[config.mk]
export PLATFORM = sky130hd
export DESIGN_NAME = baccarat_sequencer_flat
export DESIGN_NICKNAME = d
export VERILOG_FILES = /design/src/rtl/baccarat_sequencer_if.sv /design/src/rtl/baccarat_sequencer.sv /design/src/flat_wrapper.sv
export SDC_FILE = /design/constraint.sdc
export NUM_CORES = 1
export LEC_CHECK = 0
export CAP_MARGIN = 30
export CORE_AREA = 2 2 39 41
export CTS_BUF_LIST = sky130_fd_sc_hd__clkbuf_4 sky130_fd_sc_hd__clkbuf_8
export CTS_CLUSTER_DIAMETER = 150
export DETAILED_ROUTE_END_ITERATION = 10
export DIE_AREA = 0 0 41 43
export PLACE_DENSITY = 0.84
export RECOVER_POWER = 25
export SETUP_SLACK_MARGIN = 0.05
export SLEW_MARGIN = 5
export SYNTH_ARGS = -nofsm -noshare
export SYNTH_HDL_FRONTEND = slang
export SYNTH_SLANG_ARGS = --single-unit
[constraint.sdc]
create_clock -name slow_clock -period 4.13 [get_ports slow_clock]
set_input_delay 0.826 -clock slow_clock [delete_from_list [all_inputs] [get_ports slow_clock]]
set_output_delay 0.826 -clock slow_clock [all_outputs]
set_load 0.05 [all_outputs]
[src/rtl/baccarat_sequencer_if.sv]
// Score/card inputs and load/light/done outputs between the baccarat sequencer and its datapath.
// Master is the sequencer side; slave is the datapath side.
interface baccarat_sequencer_if;
  logic [3:0] pscore;
  logic [3:0] dscore;
  logic [3:0] pcard3;
  logic       load_pcard1;
  logic       load_pcard2;
  logic       load_pcard3;
  logic       load_dcard1;
  logic       load_dcard2;
  logic       load_dcard3;
  logic       player_win_light;
  logic       dealer_win_light;
  logic       done;

  modport master (
    input  pscore, dscore, pcard3,
    output load_pcard1, load_pcard2, load_pcard3,
    output load_dcard1, load_dcard2, load_dcard3,
    output player_win_light, dealer_win_light, done
  );

  modport slave (
    output pscore, dscore, pcard3,
    input  load_pcard1, load_pcard2, load_pcard3,
    input  load_dcard1, load_dcard2, load_dcard3,
    input  player_win_light, dealer_win_light, done
  );
endinterface

[src/rtl/baccarat_sequencer.sv]
// Moore FSM dealing one baccarat hand: six card strobes in order, third-card rules, win lights; hand ends at c6..c9.
// No backpressure: one state step per slow_clock edge, decisions only from registered datapath scores.
module baccarat_sequencer (
  input  logic                 slow_clock,
  input  logic                 reset,
  baccarat_sequencer_if.master bus
);

  typedef enum logic [3:0] {
    IDLE, P1, D1, P2, D2, EVAL, P3, DDEC, D3, DONE
  } state_t;

  // load vector bit order: {pcard1, dcard1, pcard2, dcard2, pcard3, dcard3}
  state_t     state_q, state_d;
  logic [5:0] load_q, load_d;
  logic       done_q, done_d;

  function automatic logic dealer_draws(input logic [3:0] ds, input logic [3:0] pc);
    logic draw;
    draw = 1'b0;
    case (ds)
      4'd0, 4'd1, 4'd2: draw = 1'b1;
      4'd3:             draw = (pc != 4'd8);
      4'd4:             draw = (pc >= 4'd2) && (pc <= 4'd7);
      4'd5:             draw = (pc >= 4'd4) && (pc <= 4'd7);
      4'd6:             draw = (pc >= 4'd6) && (pc <= 4'd7);
      default:          draw = 1'b0;
    endcase
    return draw;
  endfunction

  always_comb begin
    state_d = state_q;
    case (state_q)
      IDLE: state_d = P1;
      P1:   state_d = D1;
      D1:   state_d = P2;
      P2:   state_d = D2;
      D2:   state_d = EVAL;
      EVAL: begin
        if ((bus.pscore >= 4'd8) || (bus.dscore >= 4'd8)) state_d = DONE;
        else if (bus.pscore <= 4'd5)                      state_d = P3;
        else if (bus.dscore <= 4'd5)                      state_d = D3;
        else                                              state_d = DONE;
      end
      P3:   state_d = DDEC;
      DDEC: state_d = dealer_draws(bus.dscore, bus.pcard3) ? D3 : DONE;
      D3:   state_d = DONE;
      DONE: state_d = DONE;
      default: state_d = IDLE;
    endcase
  end

  // Outputs are registered by decoding the next state, so they line up with the state itself.
  always_comb begin
    load_d = 6'b000000;
    case (state_d)
      P1:      load_d = 6'b100000;
      D1:      load_d = 6'b010000;
      P2:      load_d = 6'b001000;
      D2:      load_d = 6'b000100;
      P3:      load_d = 6'b000010;
      D3:      load_d = 6'b000001;
      default: load_d = 6'b000000;
    endcase
    done_d = (state_d == DONE);
  end

  always_ff @(posedge slow_clock) begin
    if (reset) begin
      state_q <= IDLE;
      load_q  <= 6'b000000;
      done_q  <= 1'b0;
    end else begin
      state_q <= state_d;
      load_q  <= load_d;
      done_q  <= done_d;
    end
  end

  assign bus.load_pcard1 = load_q[5];
  assign bus.load_dcard1 = load_q[4];
  assign bus.load_pcard2 = load_q[3];
  assign bus.load_dcard2 = load_q[2];
  assign bus.load_pcard3 = load_q[1];
  assign bus.load_dcard3 = load_q[0];
  assign bus.done        = done_q;

  // Lights follow the live scores once the hand is over.
  assign bus.player_win_light = done_q && (bus.pscore >= bus.dscore);
  assign bus.dealer_win_light = done_q && (bus.dscore >= bus.pscore);

endmodule

[src/flat_wrapper.sv]
// flat-port wrapper written by rule: the top's interface ports become plain ports
module baccarat_sequencer_flat 
  (slow_clock, reset, bus_pscore, bus_dscore, bus_pcard3, bus_load_pcard1, bus_load_pcard2, bus_load_pcard3, bus_load_dcard1, bus_load_dcard2, bus_load_dcard3, bus_player_win_light, bus_dealer_win_light, bus_done);
  baccarat_sequencer_if bus_i ();
  input  logic slow_clock;
  input  logic reset;
  input wire logic [$bits(bus_i.pscore)-1:0] bus_pscore;
  input wire logic [$bits(bus_i.dscore)-1:0] bus_dscore;
  input wire logic [$bits(bus_i.pcard3)-1:0] bus_pcard3;
  output wire logic [$bits(bus_i.load_pcard1)-1:0] bus_load_pcard1;
  output wire logic [$bits(bus_i.load_pcard2)-1:0] bus_load_pcard2;
  output wire logic [$bits(bus_i.load_pcard3)-1:0] bus_load_pcard3;
  output wire logic [$bits(bus_i.load_dcard1)-1:0] bus_load_dcard1;
  output wire logic [$bits(bus_i.load_dcard2)-1:0] bus_load_dcard2;
  output wire logic [$bits(bus_i.load_dcard3)-1:0] bus_load_dcard3;
  output wire logic [$bits(bus_i.player_win_light)-1:0] bus_player_win_light;
  output wire logic [$bits(bus_i.dealer_win_light)-1:0] bus_dealer_win_light;
  output wire logic [$bits(bus_i.done)-1:0] bus_done;
  assign bus_i.pscore = bus_pscore;
  assign bus_i.dscore = bus_dscore;
  assign bus_i.pcard3 = bus_pcard3;
  assign bus_load_pcard1 = bus_i.load_pcard1;
  assign bus_load_pcard2 = bus_i.load_pcard2;
  assign bus_load_pcard3 = bus_i.load_pcard3;
  assign bus_load_dcard1 = bus_i.load_dcard1;
  assign bus_load_dcard2 = bus_i.load_dcard2;
  assign bus_load_dcard3 = bus_i.load_dcard3;
  assign bus_player_win_light = bus_i.player_win_light;
  assign bus_dealer_win_light = bus_i.dealer_win_light;
  assign bus_done = bus_i.done;
  baccarat_sequencer u_core (.slow_clock(slow_clock), .reset(reset), .bus(bus_i));
endmodule
# --- After elaboration in Yosys (flattened, before gate mapping) ---
# Cells that the tools add are included.
totals:
  register_bits: 11
  elab_cells: 54
op_classes:
  n_reduce_logical: 10
  muxes: 8
  order_cmp: 10
  eq_ne: 23
ops:
  columns: ["op", "count"]
  rows:
  - ["== test 4 x 3 -> 1 bit, second input constant", 9]
  - ["one-hot mux 4 bit (9 select lines)", 1]
  - ["one-hot mux 6 bit (6 select lines)", 1]
  - ["== test 4 x 2 -> 1 bit, second input constant", 6]
  - ["== test 4 bit, second input constant", 4]
  - ["== test 4 x 1 -> 1 bit, second input constant", 3]
  - ["less-or-equal comparator 4 x 3 -> 1 bit, second input constant", 3]
  - ["greater-or-equal comparator 4 x 3 -> 1 bit, second input constant", 2]
  - ["greater-or-equal comparator 4 bit", 2]
  - ["greater-or-equal comparator 4 bit, second input constant", 2]
  - ["zero test 4 bit", 2]
  - ["2-to-1 mux 4 bit", 2]
  - ["logical AND 1 bit", 5]
  - ["one-hot mux 1 bit (5 select lines)", 1]
  - ["greater-or-equal comparator 4 x 2 -> 1 bit, second input constant", 1]
  - ["!= test 4 bit, second input constant", 1]
  - ["2-to-1 mux 1 bit", 3]
  - ["OR reduction 3 bit", 1]
  - ["OR reduction 2 bit", 1]
  - ["logical OR 1 bit", 1]

# --- Longest topological paths before layout ---
# Gate-level depths: netlist of the first run.
logic_depth:
  depth_word: 8
  depth_mapped: 7
  ltp_nobuf: 7

# --- Worst setup path before layout of the first run ---
# OpenSTA, ideal clock, no wires.
synth_path:
  path_type: "input-to-output"
  startpoint: "input bus_dscore[1]"
  endpoint: "output bus_player_win_light"
  path_buffers: 0
  required_time_ns: 3.304
  cell_stages: 7
  path_slack_ns: 0.737
  arrival_time_ns: 2.567
  cell_sequence: "inv_1 > ha_1 > nor2b_1 > o21ai_0 > nand2b_1 > a21oi_1 > a21boi_0"
synth_via:
  elab_chain_cells: 2
synth_rtl:
  columns: ["item", "line", "text"]
  rows:
  - ["from (decl)", "flat_wrapper.sv:8", "input wire logic [$bits(bus_i.dscore)-1:0] bus_dscore;"]
  - ["greater-or-equal comparator 4 bit", "baccarat_sequencer.sv:90", "assign bus.player_win_light = done_q && (bus.pscore >= bus.dscore);"]
  - ["logical AND 1 bit", "baccarat_sequencer.sv:90", null]
  - ["to (decl)", "flat_wrapper.sv:16", "output wire logic [$bits(bus_i.player_win_light)-1:0] bus_player_win_light;"]
# Every way passes these cells.

# --- Final worst setup path of the first run ---
# Ends and elaborated chain as after synthesis.

==> results of run 1 <==
## registers in the layout (all words and copies together) (netlist names)
register and flops:
u_core.load_q 6, u_core.state_q 4, u_core.bus.done 1
## metrics by stage
stage	util, %	instances	hold WS [ps]	worst slack, ps	area [um^2]
floorplan	-	67	476	737	574
global placement	58.7	105	507	290	812
detailed placement	58.7	105	520	197	812
CTS	60.8	109	527	208	842
global route	60.8	109	574	51.9	842
finish	60.8	109	522	209	842
## logic make-up after synthesis
group	synth area share (%)
fa+ha+maj	8.71
buf+inv	4.58
compound gates	18.3
simple gates	30.1
flops	38.3
## final cells by class
type	count	area, um^2
Tap cell	16	20.0
Clock buffer	4	30.0
Inverter	7	26.3
Fill cell	127	542
Sequential cell	11	220
Multi-Input combinational cell	49	328
Timing Repair Buffer	22	218
## synth_stat cells
| cell | count |
|---|---|
| o21ai_0 | 3 |
| a221o_1 | 1 |
| nand2b_1 | 1 |
| nor3_2 | 1 |
| nand4_1 | 1 |
| ha_1 | 4 |
| nor3b_2 | 1 |
| a211oi_1 | 1 |
| nor2b_1 | 8 |
| o21ai_1 | 1 |
| o21bai_1 | 1 |
| o31ai_1 | 1 |
| a211o_1 | 1 |
| dfxtp_1 | 11 |
| nor2_1 | 6 |
| or2_2 | 1 |
| and4_1 | 1 |
| a21oi_1 | 3 |
| nor3_1 | 2 |
| nand3b_1 | 1 |
| inv_1 | 7 |
| nand2_1 | 3 |
| o21a_1 | 2 |
| or3_1 | 2 |
| nor4b_1 | 1 |
| a21boi_0 | 1 |
| a31oi_1 | 1 |
## routing by layer
metal | part of all wire (%) | GRT usage (%) | wire [um] | up-vias
met4 | 0 | 2.00 | 0 | 0
met2 | 50 | 22.8 | 556 | 11
met3 | 4.0 | 7.85 | 45 | 0
met1 | 46 | 20.8 | 514 | 232
met5 | 0 | 0 | 0 | -
li1 | - | - | - | 289
## worst paths after layout
path | start | to | slack, ps | depth (start not counted)
worst min-delay path | u_core.state_q[0]$_SDFF_PP0_ | u_core.load_q[5]$_SDFF_PP0_ | 520 | 1
worst min register to register | u_core.state_q[0]$_SDFF_PP0_ | u_core.load_q[5]$_SDFF_PP0_ | 520 | 1
worst max register to register | u_core.state_q[1]$_SDFF_PP0_ | u_core.load_q[1]$_SDFF_PP0_ | 2790 | 4
worst max-delay path | bus_dscore[1] | bus_player_win_light | 210 | 9
## power breakdown
group,total (W),internal (W),switching [W]
logic,0.0000605,0.0000301,0.0000305
clock network,0.0000745,0.0000438,0.0000308
registers,0.000116,0.000111,0.00000414
==> metrics, run 1 <==
outcome finished clean; count of cell types in the netlist 27; H-tree Lvls 1; Nets approximately 110; clock slew at reported path FFs roughly 70 ps; Final HPWL DP 961 um; max cap viols 0; Slew Limit Headroom 67.0%; floorplan core area 1380 um^2; antenna violations before repair 0; largest net degree at the start of global routing 8; CTS Buf Count 3; Critical Path Fanout Max 4; vias per cell around 4.9; starting density of the core approximately two fifths; Mapped Cells 67; fin. max-slew vios 0; vias in the first global route about 470; Pre-antenna DRT Iters 5; final setup fails 0; Worst-Margin Slew 494 ps; Fin. Hold Viols 0; CP max stage delay around 700 ps; Fin Setup TNS 0 ps; synthesized flop and latch total 11; sequential fraction of the synthesis area between 30% and 40%; Slowest-stage cell, CP clkdlybuf4s50_1; IO Count 23; DR vias around 530; Post-Route WL 1120 um; achievable frequency about 260 MHz; syn_area_per_cell 8.57 um^2; Tmin final around 3900 ps; unrepaired setup endpoints after global routing no; worst min-delay path category reg -> reg; synth top area cells dfxtp_1 (38%), ha_1 (8.7%), nor2b_1 (8.7%); Antenna Cells 0; clock sinks 11; Root Buffer clkbuf_4; CP endpoint kind primary output; Max Buffers Root-to-Sink 2; area leader, netlist dfxtp_1; die area 1760 um^2; Worst Skew about 7.5 ps; syn nets 85; Die X approximately 41 um; Syn. warnings 0; Cell Pwr Density 298 nW/um^2; Tcrit/Tclk final between 90% and 100%; share of the synthesized area in the top cell type between 30% and 40%; most frequent cells in the layout clkdlybuf4s50_1 (19), dfxtp_1 (11), nor2b_1 (8), inv_1 (7), nor2_1 (6); die height about 43 um; crit path DAT around 3000 ps; buffers plus inverters on the worst setup path 3; Power Total around 0.00025 W; Worst IR Drop VDD roughly 0.24 mV; commonest non-fill, non-tap cell in the layout clkdlybuf4s50_1; GRT overflow 0; PortBufs 22; CP most frequent cell clkdlybuf4s50_1; CTS resizes 0; Area Growth Syn to Fin 46.6%; GRT Util Overall between 10% and 20%; fraction of layout instances using a drive strength above 1 8.60%; startpoint types input pin; Synth Cell Area 574 um^2; CTS tree done; number of placement rows 14; crit path kind in -> out; antenna viol nets, final 0; global-route wire length before repair between 1500 and 2000 um; CP top delay family buffers and inverters; RD Place Congestion between 0.8 and 0.9; # DRC 0; Post-CTS Setup Bufs 0; Worst Path Required 3300 ps; CP Cell Sequence clkdlybuf4s50_1 > inv_1 > ha_1 > nor2b_1 > o21ai_0 > nand2b_1 > a21oi_1 > a21boi_0 > clkdlybuf4s50_1; worst skew pair latency 260 ps; Lkg Pwr 0.349 nW; Initial DRC Count 9; drt wl/cell between 10 and 15 um; Hold-fix buffers, CTS 0
Note: power is estimated with default switching activity, not from simulation.
==> run 2: changes to the inputs <==
--- a/config.mk
+++ b/config.mk
@@ -9,6 +9,7 @@
 export CORE_AREA = 2 2 39 41
 export CTS_BUF_LIST = sky130_fd_sc_hd__clkbuf_4 sky130_fd_sc_hd__clkbuf_8
 export CTS_CLUSTER_DIAMETER = 150
+export CTS_CLUSTER_SIZE = 40
 export DETAILED_ROUTE_END_ITERATION = 10
 export DIE_AREA = 0 0 41 43
 export PLACE_DENSITY = 0.84
==> results of run 2 <==
The final DEF is identical to that of run 1; final timing and power are the same.
